--- src/rtl/pc_fetch_unit_pkg.sv ---
// Shared types, state encodings and reset defaults for the instruction-fetch slice.
package pc_fetch_unit_pkg;

    typedef logic [29:0] word_addr_t;
    typedef logic [31:0] instr_t;

    localparam word_addr_t RESET_PC_WORD = 30'h0000_0C00;

    localparam logic [0:0] FETCH_IDLE = 1'b0;
    localparam logic [0:0] FETCH_REQ  = 1'b1;

    // Watchdog counter width: it must be able to hold TIMEOUT itself so it can saturate.
    function automatic int timer_width(input int timeout);
        return (timeout < 1) ? 1 : $clog2(timeout + 1);
    endfunction

endpackage

--- src/rtl/fetch_timer.sv ---
// Clear/enable watchdog counter; tc flags the last cycle the fetch is allowed to wait.
module fetch_timer
    import pc_fetch_unit_pkg::*;
#(
    parameter int TIMEOUT = 16
) (
    input  logic clk,
    input  logic rst,
    input  logic clear,
    input  logic enable,
    output logic tc
);

    localparam int TW = timer_width(TIMEOUT);

    logic [TW-1:0] count;

    // Saturate at TIMEOUT so a stuck enable can never wrap back into range.
    always_ff @(posedge clk or posedge rst) begin
        if (rst) begin
            count <= '0;
        end else if (clear) begin
            count <= '0;
        end else if (enable && (count != TW'(TIMEOUT))) begin
            count <= count + 1'b1;
        end
    end

    assign tc = (count == TW'(TIMEOUT - 1));

endmodule

--- src/rtl/pc_fetch_unit.sv ---
// Program counter plus the req/ack instruction-fetch FSM of the multi-cycle CPU.
module pc_fetch_unit
    import pc_fetch_unit_pkg::*;
#(
    parameter logic [29:0] RESET_PC = RESET_PC_WORD,
    parameter int          TIMEOUT  = 16
) (
    input  logic        clk,
    input  logic        rst,
    input  logic        pc_wr,
    input  logic [29:0] npc,
    input  logic        fetch_start,
    output logic [29:0] pc,
    output logic        imem_req,
    output logic [29:0] imem_addr,
    input  logic        imem_ack,
    input  logic [31:0] imem_rdata,
    output logic [31:0] ir,
    output logic        ir_valid,
    output logic        busy,
    output logic        fetch_done,
    output logic        fetch_err
);

    logic [0:0] state;
    logic       timer_tc;
    logic       in_req;

    assign in_req   = (state == FETCH_REQ);
    assign imem_req = in_req;
    assign busy     = in_req;

    fetch_timer #(
        .TIMEOUT (TIMEOUT)
    ) u_timer (
        .clk    (clk),
        .rst    (rst),
        .clear  (!in_req),
        .enable (in_req && !imem_ack),
        .tc     (timer_tc)
    );

    // pc is independent of the FSM; the fetch address is a private snapshot.
    always_ff @(posedge clk or posedge rst) begin
        if (rst) begin
            pc <= RESET_PC;
        end else if (pc_wr) begin
            pc <= npc;
        end
    end

    always_ff @(posedge clk or posedge rst) begin
        if (rst) begin
            state      <= FETCH_IDLE;
            imem_addr  <= '0;
            ir         <= '0;
            ir_valid   <= 1'b0;
            fetch_done <= 1'b0;
            fetch_err  <= 1'b0;
        end else begin
            fetch_done <= 1'b0;
            case (state)
                FETCH_IDLE: begin
                    if (fetch_start) begin
                        state     <= FETCH_REQ;
                        imem_addr <= pc;
                        ir_valid  <= 1'b0;
                        fetch_err <= 1'b0;
                    end
                end
                FETCH_REQ: begin
                    // An ack in the final allowed cycle still completes the fetch.
                    if (imem_ack) begin
                        ir         <= imem_rdata;
                        ir_valid   <= 1'b1;
                        fetch_done <= 1'b1;
                        state      <= FETCH_IDLE;
                    end else if (timer_tc) begin
                        fetch_err <= 1'b1;
                        state     <= FETCH_IDLE;
                    end
                end
                default: state <= FETCH_IDLE;
            endcase
        end
    end

endmodule

--- config.mk ---
export PLATFORM = sky130hd
export DESIGN_NAME = pc_fetch_unit
export DESIGN_NICKNAME = d
export VERILOG_FILES = /design/src/rtl/pc_fetch_unit_pkg.sv /design/src/rtl/fetch_timer.sv /design/src/rtl/pc_fetch_unit.sv
export SDC_FILE = /design/constraint.sdc
export NUM_CORES = 1
export LEC_CHECK = 0
export ABC_AREA = 1
export ABC_CLOCK_PERIOD_IN_PS = 3350
export BUFFER_PORTS_ARGS = -buffer_cell sky130_fd_sc_hd__buf_2
export CELL_PAD_IN_SITES_DETAIL_PLACEMENT = 0
export CELL_PAD_IN_SITES_GLOBAL_PLACEMENT = 2
export CORE_AREA = 2 2 123 125
export CTS_BUF_LIST = sky130_fd_sc_hd__clkbuf_8
export DETAILED_ROUTE_END_ITERATION = 8
export DIE_AREA = 0 0 125 127
export PLACE_DENSITY_LB_ADDON = 0.1
export RECOVER_POWER = 25
export SLEW_MARGIN = 20
export SYNTH_ARGS = -nofsm -noshare
export SYNTH_HDL_FRONTEND = slang
export SYNTH_SLANG_ARGS = --single-unit
--- constraint.sdc ---
create_clock -name clk -period 3.35 [get_ports clk]
set_input_delay 0.335 -clock clk [delete_from_list [all_inputs] [get_ports clk]]
set_output_delay 0.335 -clock clk [all_outputs]
set_load 0.02 [all_outputs]
# == After elaboration in Yosys (flattened, before gate mapping) ==
# Index checks and enable logic that the tools add are counted.
# op_classes
reduce_logical,7
mux,14
addsub,1
eq_ne,7
bitwise_logic,1
# ops
op,n
$mux W5,2
$mux W1,9
$ne A2 B2 Y1 const B,3
$pmux W1 S2,3
$reduce_and A2 Y1,3
$add A5 B1 Y5 const B,1
$eq A5 B4 Y1 const B,1
$ne A5 B5 Y1 const B,1
$ne A2 B1 Y1 const B,2
$reduce_and A3 Y1,1
$logic_and A1 B1 Y1,2
$logic_not A1 Y1,1
$not A1 Y1,1
# totals
elab_cells,38
inputBits,67
reg_bits,101
out_inout_bits,97

# == Longest topological paths before layout ==
# Gate-level depths: netlist of the first run.
# depth
ltp_word,5
ltp_mapped,8
depth_no_buf,8

# == By module ==
# Synthesis of the first run repeated with hierarchy kept, for this count alone.
# hier_totals
hier_cells,459
area_unflattened_um2,4154.0
# by_module_without_submodules
module,instances,area_per_inst_um2,cells_each,seq_area_each_um2
pc_fetch_unit,1,3817.4,415,2404.8
fetch_timer,1,336.6,44,125.1

# == Worst setup path after synthesis of the first run ==
# No wires, ideal clock.
# synth_path
path_type,register to register
from,reg u_timer.count[0]
to,reg u_timer.count[4]
required_time_ns,3.285
path_slack_ns,2.131
path_stages_with_launch,7
path_buffers,0
setup_ns,0.065
synth_period_minus_slack_ns,1.219
t_arrival_ns,1.154
cell_sequence,dfrtp_1 ha_1 nand2_1 nor2_1 ha_1 nand3b_1 nand2_1
# synth_via
elab_chain_cells,3
word_cells_on_any_way,6
cone_classes,add/sub (1); eq/ne (2); mux (2); reduce/logical (1)
# synth_lines
item,line,rtl
from (decl),fetch_timer.sv:16,logic [TW-1:0] count;
from (signal assigned),fetch_timer.sv:25,count <= count + 1'b1;
$add A5 B1 Y5 or $ne A5 B5 Y1 (tied branches),"fetch_timer.sv:25, fetch_timer.sv:24",
$mux W5 or $logic_and A1 B1 Y1 (tied branches),fetch_timer.sv:24,end else if (enable && (count != TW'(TIMEOUT))) begin
$mux W5 or $ne A2 B1 Y1 (tied branches),--,
# Several ways; a longest one is shown, not always the timed one. The select of a mux whose other input is x is not followed.
# A chain may end at the register's enable or synchronous reset.

# == Final worst setup path of the first run ==
# layout_path
from,reg state (netlist: busy)
to,reg ir[12]
# layout_via
elab_chain_cells,1
# layout_lines
item,line,rtl
from (decl),pc_fetch_unit.sv:25,logic [0:0] state;
from (signal assigned),pc_fetch_unit.sv:54,state <= FETCH_IDLE;
from (signal assigned),pc_fetch_unit.sv:65,state <= FETCH_REQ;
from (signal assigned),pc_fetch_unit.sv:77,state <= FETCH_IDLE;
$reduce_and A2 Y1 (no source line),--,
to (signal assigned),pc_fetch_unit.sv:74,ir <= imem_rdata;
to (decl),pc_fetch_unit.sv:18,"output logic [31:0] ir,"
# No other way between the ends.

==> key figures, run 1 <==
Setup path
  – Element type at the critical path start: flip-flop
  – Cell Chain, Critical Path: nand2_4, inv_4, nand2_1, nand2_1
  – Worst-path fanout max: 34
  – CP peak stage delay: 590 ps
  – Kind of critical path: flip-flop to flip-flop
  – Req. time, crit path: 3670 ps
  – Slowest-stage cell, CP: dfrtp_1
  – CP arrival: 1910 ps
  – Crit path top cell by count: nand2_1
  – CP Capture Type: flip-flop

Clock tree
  – Clock Path Buffers: 2
  – CTS tree: built
  – TritonCTS Buffers: 9
  – CTS resizes: 0
  – Clk_lat worst skew: 370 ps
  – CTS root buffer: clkbuf_8
  – Post-cts hold buffer count: 0
  – Setup Fix Bufs, Post-CTS: 0
  – H-tree level count: 3
  – Clk sinks: 101
  – Clock slew at reported path FFs: 90 ps

Placement
  – GPL Wtd Cong: 0.710
  – PortBufs: 163
  – Placed instance count: 739
  – Detailed Place HPWL: 7.16 mm

Finish
  – Area grow syn2layout: 29.7%
  – Final core occ: 0.357
  – Proportion of layout cells with a drive suffix above 1: 0.347
  – Ant. Diodes: 0
  – Finished Layout Cells: 755
  – Nets: 636

Min path
  – Min-delay worst type: primary input to flip-flop

Power and ir drop
  – VDD IR max: 0.000284 V
  – Pleak: 0.00285 uW
  – Power per cell area: 661 nW/um2

Timing
  – Achievable Freq: 628 MHz
  – Clock Skews: 9.13 ps
  – Final setup violation count: 0
  – Crit path time final: 1590 ps
  – Fin. Hold Viols: 0
  – Slew @ Worst Pin: 2130 ps
  – Fin Setup TNS: 0 ps
  – Fin crit share: 0.476
  – RSZ-0062 raised after global routing: no
  – Slew margin rel.: -0.429
  – Final Slew Violations: 46

Floorplan
  – Row cnt: 44
  – Top Ports: 164
  – DIE WIDTH: 125 um
  – Die height: 127 um
  – Initial Utilization: 0.275
  – Die area: 15900 um2
  – Core area: 14400 um2

Run status
  – Failing checks: max-capacitance violations, max-slew violations
  – Status: complete, but fails checks

Synth
  – Most numerous cell in the Yosys netlist: nand2_1
  – Yosys cell types: 26
  – Dominant cells by area after synthesis: dfrtp_1, nand2_1, o21ai_0
  – Synth top cells by count: nand2_1, dfrtp_1, o21ai_0
  – Synth Flop Type: dfrtp_1
  – Post-synthesis sequential area ratio: 0.638
  – Register bit total from synthesis: 101
  – Post-synthesis cell area: 3970 um2
  – Top cell type's share of synthesized area: 0.624
  – Avg Inst Size Synth: 9.63 um2
  – Synth Warn #: 0
  – Syn_nets: 482
  – EDFF count, synth: 0
  – Yosys top cell by area: dfrtp_1
  – FFs w/ async S/R, synth: 1.00
  – Post-synthesis cell count: 412

Routing
  – Via density: 4.19
  – Average wire per standard cell: 13.7 um
  – DR DRC count: 0
  – Via count: 3161
  – Initial DRC Count: 101
  – Final WL: 10.4 mm
  – Pre-antenna DRT Iters: 4
  – Post-route ant nets: 0

GRT
  – GRT overflow: 0
  – Number of global-route vias before repair: 3268
  – Gr usage total: 0.136
  – Initial antenna violation count: 1
  – First-pass GRT wire length: 16.9 mm
  – Largest net degree at the start of global routing: 64

Flow run
  – Max cap viols: 1
==> report_power, final <==
part	internal [uW]	switching (uW)	total [uW]
clock	592	417	1010
combinational	269	568	837
sequential	1430	126	1560
total	2290	1110	3400
==> per-layer routing <==
| metal | track usage | wire length [um] | share of wire | up-vias |
|---|---|---|---|---|
| met3 | 0.0620 | 900 | 0.087 | 12 |
| met1 | 0.163 | 4460 | 0.43 | 1469 |
| li1 | - | - | - | 1578 |
| met5 | 0 | 11 | 0.0011 | - |
| met2 | 0.221 | 4860 | 0.47 | 100 |
| met4 | 0.0379 | 124 | 0.012 | 2 |
==> layout make-up <==
| class | instances | area [um2] |
|---|---|---|
| fill | 1547 | 9280 |
| sequential | 101 | 2530 |
| multi-input combinational | 251 | 1120 |
| timing repair buffer | 164 | 836 |
| tap | 184 | 230 |
| inverter | 39 | 155 |
| clock buffer | 10 | 138 |
| clock inverter | 6 | 134 |
==> layout by cell type, fill, tap and decap left out <==
cell type	synthesis	final
inv_6	1	1
o21bai_1	1	1
o21ai_0	50	50
dfstp_2	2	2
nand2_2	9	9
inv_1	37	36
o31ai_1	1	1
inv_4	1	1
buf_2	6	163
buf_12	1	1
nand2_4	2	2
clkinvlp_2	0	1
clkinv_2	0	1
nor2_1	2	2
clkbuf_8	0	10
a22o_1	1	1
bufinv_16	0	4
ha_1	3	3
clkinv_4	0	1
nand3_1	8	8
o21ai_1	10	10
dfrtp_1	99	99
or2_2	1	1
nand4_1	2	2
nor2_4	1	1
nand2_1	159	159
nand3b_1	1	1
==> final timing paths <==
path / startpoint / slack (ps) / to / cells after the start
worst min register to register: ir[12] / 480 / ir[12] / 2
worst max-delay path: busy / 1760 / ir[12] / 4
worst max register to register: busy / 1760 / ir[12] / 4
min in group asynchronous: rst / 520 / imem_addr[25] / 2
max in group asynchronous: rst / 1770 / pc[10] / 3
worst min-delay path: imem_rdata[24] / 150 / ir[24] / 3
==> cells by family (layout without fill, tap and decap cells) <==
logic type      after synthesis  in the layout  share of synthesized area
buf+inv                      60            219                     0.0795
simple gates                185            185                      0.192
flops                       101            101                      0.638
compound gates               63             63                     0.0817
fa+ha+maj                     3              3                    0.00946
==> sequential cells by signal (all words and copies together) (netlist names) <==
signal / count
fetch_done: 1
fetch_err: 1
busy: 1
imem_addr: 30
ir_valid: 1
u_timer.count: 5
ir: 32
pc: 30
==> through the flow <==
step           hold slack [ps]  cell area [um2]  power, uW  setup slack, ps
6_report                   152             5140       3400             1760
5_1_grt                    123             5140       3620             1480
4_1_cts                   35.1             5150       3470             1730
3_5_place_dp               460             4870       2440             1750
3_3_place_gp               455             4870       2430             1780
2_1_floorplan              431             3970       2100              371
==> critical path, delay by kind of cell, from the launching register on <==
kind / cells / cell delay (ps)
flip-flops: 1 / 590
AND/OR/NAND/NOR: 3 / 500
buffers and inverters: 1 / 420
Power figures use the tool's default switching activity.
==> inputs of run 2 (changes only) <==
--- a/config.mk
+++ b/config.mk
@@ -6,14 +6,14 @@
 export NUM_CORES = 1
 export LEC_CHECK = 0
 export ABC_AREA = 1
-export ABC_CLOCK_PERIOD_IN_PS = 3350
+export ABC_CLOCK_PERIOD_IN_PS = 1290
 export BUFFER_PORTS_ARGS = -buffer_cell sky130_fd_sc_hd__buf_2
 export CELL_PAD_IN_SITES_DETAIL_PLACEMENT = 0
 export CELL_PAD_IN_SITES_GLOBAL_PLACEMENT = 2
-export CORE_AREA = 2 2 123 125
+export CORE_AREA = 2 2 127 129
 export CTS_BUF_LIST = sky130_fd_sc_hd__clkbuf_8
 export DETAILED_ROUTE_END_ITERATION = 8
-export DIE_AREA = 0 0 125 127
+export DIE_AREA = 0 0 129 131
 export PLACE_DENSITY_LB_ADDON = 0.1
 export RECOVER_POWER = 25
 export SLEW_MARGIN = 20
==> constraint.sdc (replaced) <==
create_clock -name clk -period 1.29 [get_ports clk]
set_input_delay 0.129 -clock clk [delete_from_list [all_inputs] [get_ports clk]]
set_output_delay 0.129 -clock clk [all_outputs]
set_load 0.02 [all_outputs]
==> run 2 against run 1 <==
Effect of this change:
- the run now ends clean
- clock skew is 2.0 ps higher
- global-route usage is 0.25 points lower
- first-iteration DRC count is 27% higher
- routed wire length is 5.5% higher
- via count is 8.4% higher
- register-to-register slack worse by 1700 ps
- clock power is 100% higher
- total power grew to 2.5 times the previous value
- worst hold slack worse by 99 ps
- critical path type unchanged
- highest routed layer is now met4
==> key figures, run 2 (synthesis gave the netlist of run 1 again) <==
Routing
  – Via count: 3428
  – Initial DRC Count: 128
  – Final WL: 10.9 mm
  – Pre-antenna DRT Iters: 4
  – DR DRC count: 0
  – Via density: 3.95
  – Average wire per standard cell: 12.6 um
  – Post-route ant nets: 0

Power and ir drop
  – Pleak: 0.00319 uW
  – Power per cell area: 1430 nW/um2
  – Final Power: 8540 uW
  – VDD IR max: 0.000595 V

Finish
  – Biggest regs: ir x32, imem_addr x30, pc x30
  – Reg with most FFs: ir
  – Nets: 716
  – Ant. Diodes: 0
  – Most common cell after layout, fill and taps aside: buf_2
  – Max reg flops: 32
  – Final Instance Area: 5950 um2
  – Proportion of layout cells with a drive suffix above 1: 0.333
  – Most frequent cells in the layout: buf_2, nand2_1, dfrtp_1
  – Area grow syn2layout: 50.0%

Setup path
  – Kind of critical path: flip-flop to flip-flop
  – Worst path top cell family by delay: adder cells
  – Req. time, crit path: 1600 ps
  – CP Capture Type: flip-flop
  – Element type at the critical path start: flip-flop
  – CP peak stage delay: 410 ps
  – R2r setup slk: 60 ps
  – CP arrival: 1530 ps
  – Worst-path fanout max: 3
  – CP bufs+invs: 0
  – Slowest-stage cell, CP: dfrtp_1
  – Cell Chain, Critical Path: ha_2, nand2_2, nor2_1, ha_1, nand3b_1, nand2_1

Run status
  – Status: complete, no violations

Clock tree
  – Clk_lat worst skew: 370 ps
  – TritonCTS Buffers: 9
  – CTS root buffer: clkbuf_8
  – H-tree level count: 3
  – Clock slew at reported path FFs: 90 ps
  – Clock Path Buffers: 2
  – Clk sinks: 101
  – CTS tree: built

Timing
  – Slew margin rel.: 0.617
  – Achievable Freq: 816 MHz
  – Hold WS: 52.1 ps
  – Fin crit share: 0.950
  – Final setup violation count: 0
  – RSZ-0062 raised after global routing: yes
  – Final Slew Violations: 0
  – Fin Setup TNS: 0 ps
  – Slew @ Worst Pin: 575 ps
  – Crit path time final: 1230 ps
  – Clock Skews: 11.1 ps
  – Fin. Hold Viols: 0

Floorplan
  – Top Ports: 164
  – DIE WIDTH: 129 um
  – Core area: 15600 um2
  – Row cnt: 46
  – Die area: 16900 um2
  – Initial Utilization: 0.254
  – Die height: 131 um

Placement
  – Placed Area: 5080 um2
  – GPL Wtd Cong: 0.722
  – Detailed Place HPWL: 7.36 mm
  – PortBufs: 163

GRT
  – Initial antenna violation count: 0
  – GRT overflow: 0
  – Largest net degree at the start of global routing: 62
  – First-pass GRT wire length: 17.6 mm
  – Gr usage total: 0.133
  – Number of global-route vias before repair: 3468

Min path
  – Min-delay worst type: primary input to flip-flop

Flow run
  – Max cap viols: 0
[run 2: power breakdown]
group          leakage, uW  switching (uW)  internal [uW]
logic              0.00183            1550            928
registers          0.00125             293           3710
clock network     0.000111            1090            957
total              0.00319            2940           5600
[run 2: per-layer routing]
metal | up-vias | routed length (um) | track usage
li1 | 1735 | - | -
met1 | 1585 | 5190 | 0.172
met2 | 97 | 4980 | 0.215
met3 | 11 | 569 | 0.0342
met4 | 0 | 183 | 0.0537
met5 | - | 0 | 0
[run 2: repair_timing]
item                                   4_1_cts  5_1_grt
endpoints found under the hold margin      162        0
gates cloned                                 0        0
setup buffers                                2        1
gates resized for setup                      1        4
hold buffers                                64        0
pin swaps                                    0        4
setup endpoints to repair                    2        7
[run 2: worst register-to-register path, delay by kind of cell (launching register included)]
| family | cells | cell delay (ps) |
|---|---|---|
| flops | 1 | 410 |
| fa+ha+maj | 2 | 450 |
| simple gates | 4 | 310 |
[run 2: per-stage QoR]
stage | utilization | cells | worst slack [ps]
floorplan | - | 412 | -41.0
global placement | 0.325 | 784 | 45.0
detailed placement | 0.325 | 784 | 29.7
CTS | 0.381 | 866 | 2.95
global route | 0.382 | 867 | -11.0
finish | 0.382 | 867 | 64.9
[run 2: path summary, 6_finish.rpt]
check | from | to | cells past startpoint
max | u_timer.count[1] | u_timer.count[4] | 6
min | imem_ack | busy | 2
max reg2reg | u_timer.count[1] | u_timer.count[4] | 6
min reg2reg | ir[27] | ir[27] | 2
max in group asynchronous | rst | ir[23] | 4
min in group asynchronous | rst | imem_addr[19] | 4
[run 2: layout make-up]
| cell class | instances | area (um2) |
|---|---|---|
| clock buffers | 14 | 193 |
| clock inverters | 2 | 7.51 |
| fillers | 1646 | 9650 |
| inverters | 39 | 155 |
| multi-input cells | 251 | 1130 |
| flip-flops and latches | 101 | 2530 |
| well taps | 216 | 270 |
| repair buffers | 244 | 1660 |
==> inputs of run 3 (changes only) <==
--- a/config.mk
+++ b/config.mk
@@ -8,7 +8,7 @@
 export ABC_AREA = 1
 export ABC_CLOCK_PERIOD_IN_PS = 1290
 export BUFFER_PORTS_ARGS = -buffer_cell sky130_fd_sc_hd__buf_2
-export CELL_PAD_IN_SITES_DETAIL_PLACEMENT = 0
+export CELL_PAD_IN_SITES_DETAIL_PLACEMENT = 1
 export CELL_PAD_IN_SITES_GLOBAL_PLACEMENT = 2
 export CORE_AREA = 2 2 127 129
 export CTS_BUF_LIST = sky130_fd_sc_hd__clkbuf_8
==> run 3 against run 2 <==
Effect of this change:
- non-clock buffer count is 1 lower
- clock power is 3% lower
- critical path depth did not move
- design area decreased by 0.36%
- first-iteration DRC count shrank 18%
- sequential cell count did not move
- setup slack worse by 17 ps
- register-to-register slack got worse by 20 ps
- combinational power barely moved
- via count rose by 3.3%
- largest cell class unchanged
- largest power group unchanged
==> key figures, run 3 (synthesis gave the netlist of run 1 again) <==
Clock tree
  – Clock Path Buffers: 2
  – Clk sinks: 101
  – CTS root buffer: clkbuf_8
  – H-tree level count: 3
  – Clk_lat worst skew: 360 ps
  – CTS tree: built
  – TritonCTS Buffers: 9
  – Clock slew at reported path FFs: 90 ps

Min path
  – Hold endpoint: busy
  – Min-delay src: imem_ack
  – Hold path depth: 2
  – Min-delay worst type: primary input to flip-flop

Routing
  – Via density: 4.09
  – M1 wire length: 4.97 mm
  – Average wire per standard cell: 13.0 um
  – Via count: 3540
  – Initial DRC Count: 105
  – Post-route ant nets: 0
  – Pre-antenna DRT Iters: 4
  – Final WL: 11.3 mm
  – DR DRC count: 0
  – Top sig layer: met4
  – DR WL met2: 5.47 mm
  – Met3 wire len: 621 um

Timing
  – Setup WS post-layout: 48.2 ps
  – RSZ-0062 raised after global routing: yes
  – Clock Skews: 7.31 ps
  – Fin. Hold Viols: 0
  – Slew @ Worst Pin: 571 ps
  – Fin Setup TNS: 0 ps
  – Crit path time final: 1240 ps
  – Fin crit share: 0.963
  – Final Slew Violations: 0
  – Final setup violation count: 0
  – Slew margin rel.: 0.620
  – Achievable Freq: 805 MHz

Setup path
  – RR Endpoint: u_timer.count[4]
  – CP bufs+invs: 0
  – R2R depth: 6
  – Worst-path fanout max: 3
  – CP arrival: 1550 ps
  – CP Capture Type: flip-flop
  – WP depth: 6
  – Worst path top cell family by delay: adder cells
  – CP peak stage delay: 410 ps
  – Kind of critical path: flip-flop to flip-flop
  – Slowest-stage cell, CP: dfrtp_1
  – Cell Chain, Critical Path: ha_2, nand2_2, nor2_2, ha_1, nand3b_1, nand2_1
  – Reg2reg start: u_timer.count[1]
  – Element type at the critical path start: flip-flop
  – R2r setup slk: 50 ps
  – Req. time, crit path: 1590 ps

Finish
  – Area grow syn2layout: 49.4%
  – Final Instance Area: 5930 um2
  – Most common cell after layout, fill and taps aside: buf_2
  – Biggest regs: ir x32, imem_addr x30, pc x30
  – Reg with most FFs: ir
  – Proportion of layout cells with a drive suffix above 1: 0.337
  – Ant. Diodes: 0
  – Max reg flops: 32
  – Nets: 715
  – Finished Layout Cells: 866
  – Most frequent cells in the layout: buf_2, nand2_1, dfrtp_1

GRT
  – Number of global-route vias before repair: 3761
  – GRT overflow: 0
  – Largest net degree at the start of global routing: 62
  – Gr usage total: 0.139
  – First-pass GRT wire length: 18.5 mm
  – Initial antenna violation count: 0

Run status
  – Status: complete, no violations

Placement
  – GPL Wtd Cong: 0.722
  – Pre-CTS setup slack: 13.4 ps
  – Detailed Place HPWL: 7.81 mm
  – Placed Area: 5080 um2
  – Placed instance count: 784
  – PortBufs: 163

Floorplan
  – DIE WIDTH: 129 um
  – Die area: 16900 um2
  – Die height: 131 um
  – Core area: 15600 um2
  – Row cnt: 46
  – Top Ports: 164
  – Initial Utilization: 0.254

Power and ir drop
  – VDD IR max: 0.000561 V
  – Power per cell area: 1430 nW/um2
  – Pleak: 0.00317 uW

Flow run
  – Max cap viols: 0
==> run 3: cell count changes in the layout (fill, tap and decap cells not counted), sizes merged <==
cell      before  now
clkinv         0    2
clkbuf        15   14
inv           40   38
clkinvlp       1    2
buf          179  178
==> run 3: power by group <==
| group | switching [uW] | internal (uW) | total (uW) | leakage, uW |
|---|---|---|---|---|
| combinational | 1560 | 910 | 2470 | 0.00182 |
| sequential | 294 | 3710 | 4010 | 0.00125 |
| clock | 1080 | 909 | 1990 | 0.000101 |
| total | 2930 | 5530 | 8470 | 0.00317 |
==> run 3: metal layers <==
layer / track usage / up-vias
li1: - / 1735
met4: 0.0556 / 0
met2: 0.229 / 100
met1: 0.176 / 1691
met3: 0.0342 / 14
met5: 0 / -
==> run 3: timing repair <==
item | CTS | global route
setup endpoints to repair | 4 | 6
hold buffers | 64 | 0
gates resized for setup | 2 | 4
buffers inserted | 1 | 1
hold endpoints to repair | 162 | 0
pin swaps | 0 | 3
==> run 3: layout make-up <==
| class | instances | area (um2) |
|---|---|---|
| Multi-Input combinational cell | 251 | 1140 |
| Inverter | 39 | 155 |
| Fill cell | 1850 | 9670 |
| Tap cell | 216 | 270 |
| Timing Repair Buffer | 243 | 1640 |
| Clock buffer | 13 | 179 |
| Sequential cell | 101 | 2530 |
| Clock inverter | 3 | 17.5 |
==> run 3: metrics by stage <==
stage	total power (uW)	util	hold slack [ps]
final	8470	0.380	60.9
after global routing	9060	0.380	55.8
after CTS	8690	0.380	24.7
after detailed placement	6440	0.325	245
after global placement	6400	0.325	239
after floorplan	5470	-	225
==> run 3: how the worst max path moves through the flow <==
stage,startpoint,end,slack (ps)
global placement,u_timer.count[0],u_timer.count[4],40
CTS,u_timer.count[0],u_timer.count[4],20
detailed placement,u_timer.count[0],u_timer.count[4],10
global route,u_timer.count[0],u_timer.count[4],-30
floorplan,rst,busy,-40
finish,u_timer.count[1],u_timer.count[4],50
